<file path="src/rtl/cmd_seq_pkg.sv">
// Shared types and constants for the Knight command sequencer.
package cmd_seq_pkg;

    typedef enum logic [2:0] {
        ST_IDLE      = 3'd0,
        ST_LOAD      = 3'd1,
        ST_SEND      = 3'd2,
        ST_WAIT_SENT = 3'd3,
        ST_WAIT_ACK  = 3'd4,
        ST_DONE      = 3'd5,
        ST_ERR       = 3'd6
    } seq_state_t;

    localparam logic [1:0] ERR_NONE = 2'b00;
    localparam logic [1:0] ERR_NAK  = 2'b01;
    localparam logic [1:0] ERR_TMO  = 2'b10;
    localparam logic [1:0] ERR_OVF  = 2'b11;

    localparam logic [7:0] POS_ACK_DEF = 8'hA5;

    // Knight command set: calibrate gyro, and move = {opcode, heading, squares}
    localparam logic [15:0] CAL_GYRO = 16'h2000;
    localparam logic [3:0]  MOVE_OP  = 4'h4;

    function automatic logic [15:0] knight_move(input logic [7:0] heading,
                                                input logic [3:0] squares);
        return {MOVE_OP, heading, squares};
    endfunction

endpackage

</file>
<file path="src/rtl/cmd_fifo.sv">
// Circular command queue; head is visible without popping. A push while full
// is accepted only when a pop happens on the same clock.
module cmd_fifo #(
    parameter int DEPTH = 8,
    parameter int CMD_W = 16
) (
    input  logic                       clk,
    input  logic                       rst_n,
    input  logic                       push_i,
    input  logic [CMD_W-1:0]           data_i,
    input  logic                       pop_i,
    input  logic                       flush_i,
    output logic [CMD_W-1:0]           head_o,
    output logic                       full_o,
    output logic                       empty_o,
    output logic [$clog2(DEPTH+1)-1:0] count_o
);
    localparam int PTR_W = (DEPTH > 1) ? $clog2(DEPTH) : 1;
    localparam int CNT_W = $clog2(DEPTH+1);

    logic [CMD_W-1:0] mem_q [DEPTH];
    logic [PTR_W-1:0] wr_ptr_q, rd_ptr_q;
    logic [CNT_W-1:0] count_q;
    logic             do_push, do_pop;

    assign full_o  = (count_q == CNT_W'(DEPTH));
    assign empty_o = (count_q == '0);
    assign count_o = count_q;
    assign head_o  = mem_q[rd_ptr_q];
    assign do_pop  = pop_i && !empty_o;
    assign do_push = push_i && (!full_o || do_pop);

    // Pointer and count bookkeeping; flush discards everything.
    always_ff @(posedge clk or negedge rst_n) begin
        if (!rst_n) begin
            wr_ptr_q <= '0;
            rd_ptr_q <= '0;
            count_q  <= '0;
        end else if (flush_i) begin
            wr_ptr_q <= '0;
            rd_ptr_q <= '0;
            count_q  <= '0;
        end else begin
            if (do_push) wr_ptr_q <= wr_ptr_q + 1'b1;
            if (do_pop)  rd_ptr_q <= rd_ptr_q + 1'b1;
            if (do_push && !do_pop)      count_q <= count_q + 1'b1;
            else if (do_pop && !do_push) count_q <= count_q - 1'b1;
        end
    end

    // Storage array; contents are only meaningful below count.
    always_ff @(posedge clk) begin
        if (do_push && !flush_i) mem_q[wr_ptr_q] <= data_i;
    end

endmodule

</file>
<file path="src/rtl/cmd_sequencer.sv">
// Issues queued Knight commands one at a time, waits for the acknowledge
// with timeout and bounded retries, and reports completion or error.
//
// Handshake: send_cmd is a one-clock strobe with cmd stable from LOAD until
// the ack; cmd_sent completes transmission; resp is valid only while
// resp_rdy is high and only sampled in WAIT_ACK.
module cmd_sequencer
    import cmd_seq_pkg::*;
#(
    parameter int         DEPTH        = 8,
    parameter int         CMD_W        = 16,
    parameter int         TIMEOUT_CLKS = 1000000,
    parameter int         MAX_RETRY    = 2,
    parameter logic [7:0] POS_ACK      = POS_ACK_DEF
) (
    input  logic                       clk,
    input  logic                       rst_n,
    input  logic                       wr_en,
    input  logic [CMD_W-1:0]           wr_cmd,
    output logic                       full,
    input  logic                       start,
    input  logic                       abort,
    output logic [CMD_W-1:0]           cmd,
    output logic                       send_cmd,
    input  logic                       cmd_sent,
    input  logic                       resp_rdy,
    input  logic [7:0]                 resp,
    output logic                       busy,
    output logic                       done,
    output logic                       err,
    output logic [1:0]                 err_code,
    output logic [$clog2(DEPTH+1)-1:0] cmd_cnt,
    output seq_state_t                 dbg_state_o
);
    localparam int CNT_W = $clog2(DEPTH+1);
    localparam int TMR_W = (TIMEOUT_CLKS > 1) ? $clog2(TIMEOUT_CLKS) : 1;
    localparam int RTY_W = (MAX_RETRY > 0) ? $clog2(MAX_RETRY+1) : 1;
    localparam logic [TMR_W-1:0] TMO_LAST = TMR_W'(TIMEOUT_CLKS-1);

    seq_state_t       state_q, state_d;
    logic [CMD_W-1:0] cmd_q, cmd_d;
    logic [TMR_W-1:0] timer_q, timer_d;
    logic [RTY_W-1:0] retry_q, retry_d;
    logic             done_q, done_d, err_q, err_d;
    logic [1:0]       err_code_q, err_code_d;
    logic [CNT_W-1:0] cmd_cnt_q, cmd_cnt_d;
    logic             q_pop, q_flush, q_full, q_empty, send;
    logic [CMD_W-1:0] q_head;
    logic [CNT_W-1:0] q_count;

    cmd_fifo #(.DEPTH(DEPTH), .CMD_W(CMD_W)) u_fifo (
        .clk     (clk),
        .rst_n   (rst_n),
        .push_i  (wr_en),
        .data_i  (wr_cmd),
        .pop_i   (q_pop),
        .flush_i (q_flush),
        .head_o  (q_head),
        .full_o  (q_full),
        .empty_o (q_empty),
        .count_o (q_count)
    );

    assign full        = q_full;
    assign cmd         = cmd_q;
    assign send_cmd    = send;
    assign done        = done_q;
    assign err         = err_q;
    assign err_code    = err_code_q;
    assign cmd_cnt     = cmd_cnt_q;
    assign dbg_state_o = state_q;
    assign busy        = (state_q == ST_LOAD) || (state_q == ST_SEND) ||
                         (state_q == ST_WAIT_SENT) || (state_q == ST_WAIT_ACK);

    // State and status registers.
    always_ff @(posedge clk or negedge rst_n) begin
        if (!rst_n) begin
            state_q    <= ST_IDLE;
            cmd_q      <= '0;
            timer_q    <= '0;
            retry_q    <= '0;
            done_q     <= 1'b0;
            err_q      <= 1'b0;
            err_code_q <= ERR_NONE;
            cmd_cnt_q  <= '0;
        end else begin
            state_q    <= state_d;
            cmd_q      <= cmd_d;
            timer_q    <= timer_d;
            retry_q    <= retry_d;
            done_q     <= done_d;
            err_q      <= err_d;
            err_code_q <= err_code_d;
            cmd_cnt_q  <= cmd_cnt_d;
        end
    end

    // Next-state logic: normal flow, then queue overflow, then abort on top.
    always_comb begin
        state_d    = state_q;
        cmd_d      = cmd_q;
        timer_d    = timer_q;
        retry_d    = retry_q;
        done_d     = done_q;
        err_d      = err_q;
        err_code_d = err_code_q;
        cmd_cnt_d  = cmd_cnt_q;
        q_pop      = 1'b0;
        q_flush    = 1'b0;
        send       = 1'b0;

        case (state_q)
            ST_IDLE, ST_DONE, ST_ERR: begin
                if (start) begin
                    err_d      = 1'b0;
                    err_code_d = ERR_NONE;
                    cmd_cnt_d  = '0;
                    done_d     = q_empty;
                    state_d    = q_empty ? ST_DONE : ST_LOAD;
                end
            end
            ST_LOAD: begin
                cmd_d   = q_head;
                retry_d = '0;
                state_d = ST_SEND;
            end
            ST_SEND: begin
                send    = 1'b1;
                state_d = ST_WAIT_SENT;
            end
            ST_WAIT_SENT: begin
                if (cmd_sent) begin
                    timer_d = '0;
                    state_d = ST_WAIT_ACK;
                end
            end
            ST_WAIT_ACK: begin
                timer_d = (timer_q == TMO_LAST) ? timer_q : timer_q + 1'b1;
                if (resp_rdy) begin
                    if (resp == POS_ACK) begin
                        q_pop     = 1'b1;
                        cmd_cnt_d = cmd_cnt_q + 1'b1;
                        // A concurrent push keeps the queue non-empty.
                        if ((q_count == CNT_W'(1)) && !wr_en) begin
                            done_d  = 1'b1;
                            state_d = ST_DONE;
                        end else begin
                            state_d = ST_LOAD;
                        end
                    end else begin
                        err_d      = 1'b1;
                        err_code_d = ERR_NAK;
                        state_d    = ST_ERR;
                    end
                end else if (timer_q == TMO_LAST) begin
                    if (retry_q < RTY_W'(MAX_RETRY)) begin
                        retry_d = retry_q + 1'b1;
                        state_d = ST_SEND;
                    end else begin
                        err_d      = 1'b1;
                        err_code_d = ERR_TMO;
                        state_d    = ST_ERR;
                    end
                end
            end
            default: state_d = ST_IDLE;
        endcase

        if (wr_en && q_full && !q_pop) begin
            err_d      = 1'b1;
            err_code_d = ERR_OVF;
            if (busy) state_d = ST_ERR;
        end

        if (abort) begin
            q_flush = 1'b1;
            q_pop   = 1'b0;
            send    = 1'b0;
            done_d  = 1'b0;
            state_d = ST_IDLE;
        end
    end

endmodule
</file>
<file path="config.mk">
export PLATFORM = sky130hd
export DESIGN_NAME = cmd_sequencer
export DESIGN_NICKNAME = d
export VERILOG_FILES = /design/src/rtl/cmd_seq_pkg.sv /design/src/rtl/cmd_fifo.sv /design/src/rtl/cmd_sequencer.sv
export SDC_FILE = /design/constraint.sdc
export NUM_CORES = 1
export LEC_CHECK = 0
export CORE_AREA = 2 2 138 140
export CTS_CLUSTER_SIZE = 24
export DETAILED_ROUTE_END_ITERATION = 6
export DIE_AREA = 0 0 140 142
export HOLD_SLACK_MARGIN = 0.02
export PLACE_DENSITY = 0.66
export REMOVE_ABC_BUFFERS = 1
export SETUP_SLACK_MARGIN = 0.3
export SYNTH_ARGS = -nofsm -noshare
export SYNTH_HDL_FRONTEND = slang
export SYNTH_HIERARCHICAL = 1
export SYNTH_SLANG_ARGS = --single-unit
</file>
<file path="constraint.sdc">
create_clock -name clk -period 3.55 [get_ports clk]
set_input_delay 0.71 -clock clk [delete_from_list [all_inputs] [get_ports clk]]
set_output_delay 0.71 -clock clk [all_outputs]
set_load 0.03 [all_outputs]
</file>
==> summary.txt <==
Global routing
  – Initial antenna violation count: 0
  – GRT overflow: 0
  – First-pass GRT wire length: 25700 µm
  – Vias in the first global route: 4857
  – Gr usage total: 17.0%
  – Largest net degree at the start of global routing: 33

Route
  – Initial DRC Count: 418
  – Final wirelength: 15900 µm
  – Pre-antenna DRT Iters: 5
  – Via-per-instance ratio: 5.51
  – Via count: 4660
  – Drt drc: 0
  – Final ANT Viol Nets: 0
  – Per-cell routed wire length: 18.7 µm

Timing
  – RSZ-0062 raised after global routing: false
  – Final setup vio count: 0
  – Fin. max-slew vios: 0
  – Final worst slack: 0.431 ns
  – Max transition margin: 36.2%
  – Clock skew: 0.00871 ns
  – Crit share post-route: 87.8%
  – F_max: 321 MHz
  – Final Hold Fails: 0
  – Setup tns final: 0 ns
  – Crit path time final: 3.12 ns
  – Worst slew pin tran: 0.957 ns

Final layout
  – Area Overhead vs Synth: 18.9%
  – Nets@finish: 637
  – Final Non-Filler Cells: 846
  – Diode count: 0
  – Layout cell share with drive strength beyond 1: 24.2%

Critical path
  – Buf+Inv Stages, Crit Path: 1
  – Critical Path Max Stage Delay: 0.74 ns
  – Critical path, cell by cell: nor2_1 > xnor2_1 > clkdlybuf4s50_1
  – WP data arrival: 2.41 ns
  – CP top delay family: buffers and inverters
  – FF-to-FF setup slack: 0.98 ns
  – WP data required: 2.84 ns
  – Worst setup SP type: flop
  – Crit Path Category: reg2out
  – Worst Reg-to-Reg Cells: 10
  – Setup crit end kind: output port
  – CP Max Fanout: 17
  – RR Endpoint: u_fifo/count_o[3]$_DFFE_PN0P_
  – Crit-path slowest cell: clkdlybuf4s50_1
  – RR Startpoint: dbg_state_o[1]$_DFF_PN0_

Place
  – Pre-CTS setup slack: 0.148 ns
  – Dpl hpwl: 10300 µm
  – Placed Cells: 814
  – Placer Congestion: 0.835
  – IO Port Bufs: 60

Clock network
  – Number of H-tree levels: 4
  – Total CTS buffers: 17
  – CTS max path bufs: 2
  – CTS tree: built
  – Clk Latency, worst-skew pair: 0.44 ns
  – Clock sinks: 187
  – Clock slew at reported path FFs: 0.07 ns
  – Hold-fix buffers, CTS: 0
  – Root Driver: clkbuf_16

Synthesis
  – Seq/Total Area, Yosys: 65.1%
  – Synth cell count leaders: edfxtp_1, dfrtp_1, nor2_1
  – FFs w/ async S/R, synth: 31.6%
  – Syn avg cell area: 15.7 µm²
  – Unique masters post-synth: 66
  – Largest cells by area after synthesis: edfxtp_1, dfrtp_1, mux4_2, mux2_2, nor2_1
  – Top-area cell type share of the netlist area: 47.0%
  – Post-synth EDFFs: 128
  – Most common cell in the netlist: edfxtp_1
  – Cell taking the most area after synthesis: edfxtp_1
  – Flops & latches, synth: 187
  – Syn Std Cell Area: 8180 µm²
  – YS warnings: 6
  – Post-Synthesis Cells: 520
  – Post-synth top flop: edfxtp_1

Die
  – Area of the core: 18500 µm²
  – Starting Density: 44.3%
  – I/O Pins: 61
  – Die extent in y: 142 µm
  – Die area: 19900 µm²
  – Die width: 140 µm
  – Site Rows: 50

Flow run
  – Max Cap Violations: 0

Power and ir drop
  – Pwr Density: 664 nW/µm²
  – VDD IR max: 0.389 mV
  – LEAKAGE: 3.43 nW

Worst hold path
  – Min-delay worst type: in2async

Status
  – Outcome: completed
cell usage in the layout (no fill, tap or decap), types with 3 or more instances in the layout:
master,instances
o211ai_1,3
and2_1,7
clkbuf_16,17
edfxtp_1,128
and3_1,3
ha_1,6
nand3_1,11
mux2_2,33
inv_6,3
xor2_1,16
nor3_1,5
nor2b_1,3
nand3b_1,3
mux4_2,32
a21oi_1,13
a211oi_1,6
nand2b_1,5
nor2_2,3
mux2i_1,6
inv_1,9
nor2_1,39
inv_8,7
xnor2_1,12
clkdlybuf4s50_1,59
o21ai_0,9
nand4_1,4
nand2_1,25
dfrtp_1,58
nor3_2,3
buf_4,26
metrics by stage:
step                      instance area, µm²  util, %  hold slack [ns]  total power [W]
final                                   9730     52.7            0.351          0.00645
after global routing                    9730     52.7            0.395          0.00679
after CTS                               9720     52.7            0.379          0.00652
after detailed placement                9150     49.6            0.484          0.00467
after global placement                  9150     49.6            0.473          0.00461
after floorplan                         8020        -            0.414          0.00401
routing by layer:
metal  part of all wire, %  wire, µm  vias to the layer above  global-route usage [%]
li1                      -         -                     2162                       -
met1                    45      7130                     2397                    22.2
met2                    51      8100                       92                    28.7
met3                   3.1       487                        9                    3.57
met4                  0.95       150                        0                    5.74
met5                     0         0                        -                       0
cell families (layout without fill, tap and decap cells):
logic type	count (synthesis)	in the layout	synth area share, %
XOR/XNOR	28	28	3.00
buffers and inverters	36	128	2.39
AO/OA/AOI/OAI	59	59	5.40
adder cells (fa/ha/maj)	7	7	1.16
flip-flops	187	187	65.1
AND/OR/NAND/NOR	132	132	8.89
multiplexers	71	71	14.1
worst register-to-register path: cells and delay by family, from the launching register on:
family | cells | cell delay [ns]
compound gates | 3 | 0.54
fa+ha+maj | 1 | 0.26
flops | 1 | 0.59
simple gates | 6 | 1.08
sequential cells by signal, indices dropped and copies added, names as in the netlist:
name             cells
cmd_cnt              4
done                 1
dbg_state_o          3
timer_q             20
u_fifo/rd_ptr_q      3
retry_q              2
err_code             2
u_fifo/wr_ptr_q      3
cmd                 16
err                  1
u_fifo/count_o       4
u_fifo/mem_q       128
where the power goes:
group | leakage (nW) | switching, W | internal (W) | total (W)
clock | 0.284 | 0.000892 | 0.000939 | 0.00183
combinational | 1.24 | 0.000951 | 0.000777 | 0.00173
sequential | 1.91 | 0.000273 | 0.00262 | 0.00290
cell type report:
| type | instances | area (µm²) |
|---|---|---|
| Tap cell | 234 | 293 |
| Multi-Input combinational cell | 297 | 2700 |
| Clock inverter | 15 | 146 |
| Sequential cell | 187 | 5320 |
| Inverter | 9 | 33.8 |
| Fill cell | 1436 | 8730 |
| Timing Repair Buffer | 87 | 811 |
| Clock buffer | 17 | 425 |
worst max path at each step:
stage                     slack (ns)                     start                            end  depth (start not counted)
after detailed placement        0.15                   resp[2]  u_fifo/count_o[3]$_DFFE_PN0P_                         12
final                           0.43  dbg_state_o[1]$_DFF_PN0_                           busy                          3
after global placement          0.25                   resp[7]  u_fifo/mem_q[4][10]$_DFFE_PP_                          9
after floorplan                -0.78                   resp[4]   u_fifo/mem_q[0][0]$_DFFE_PP_                          7
after global routing            0.34  dbg_state_o[1]$_DFF_PN0_                           busy                          3
after CTS                       0.43  dbg_state_o[1]$_DFF_PN0_                           busy                          3
what timing repair did:
item / CTS / global route
gates resized for setup: 0 / 1
buffers inserted: 0 / 0
endpoints found under the setup margin: 0 / 1
(Power assumes the default switching activity.)
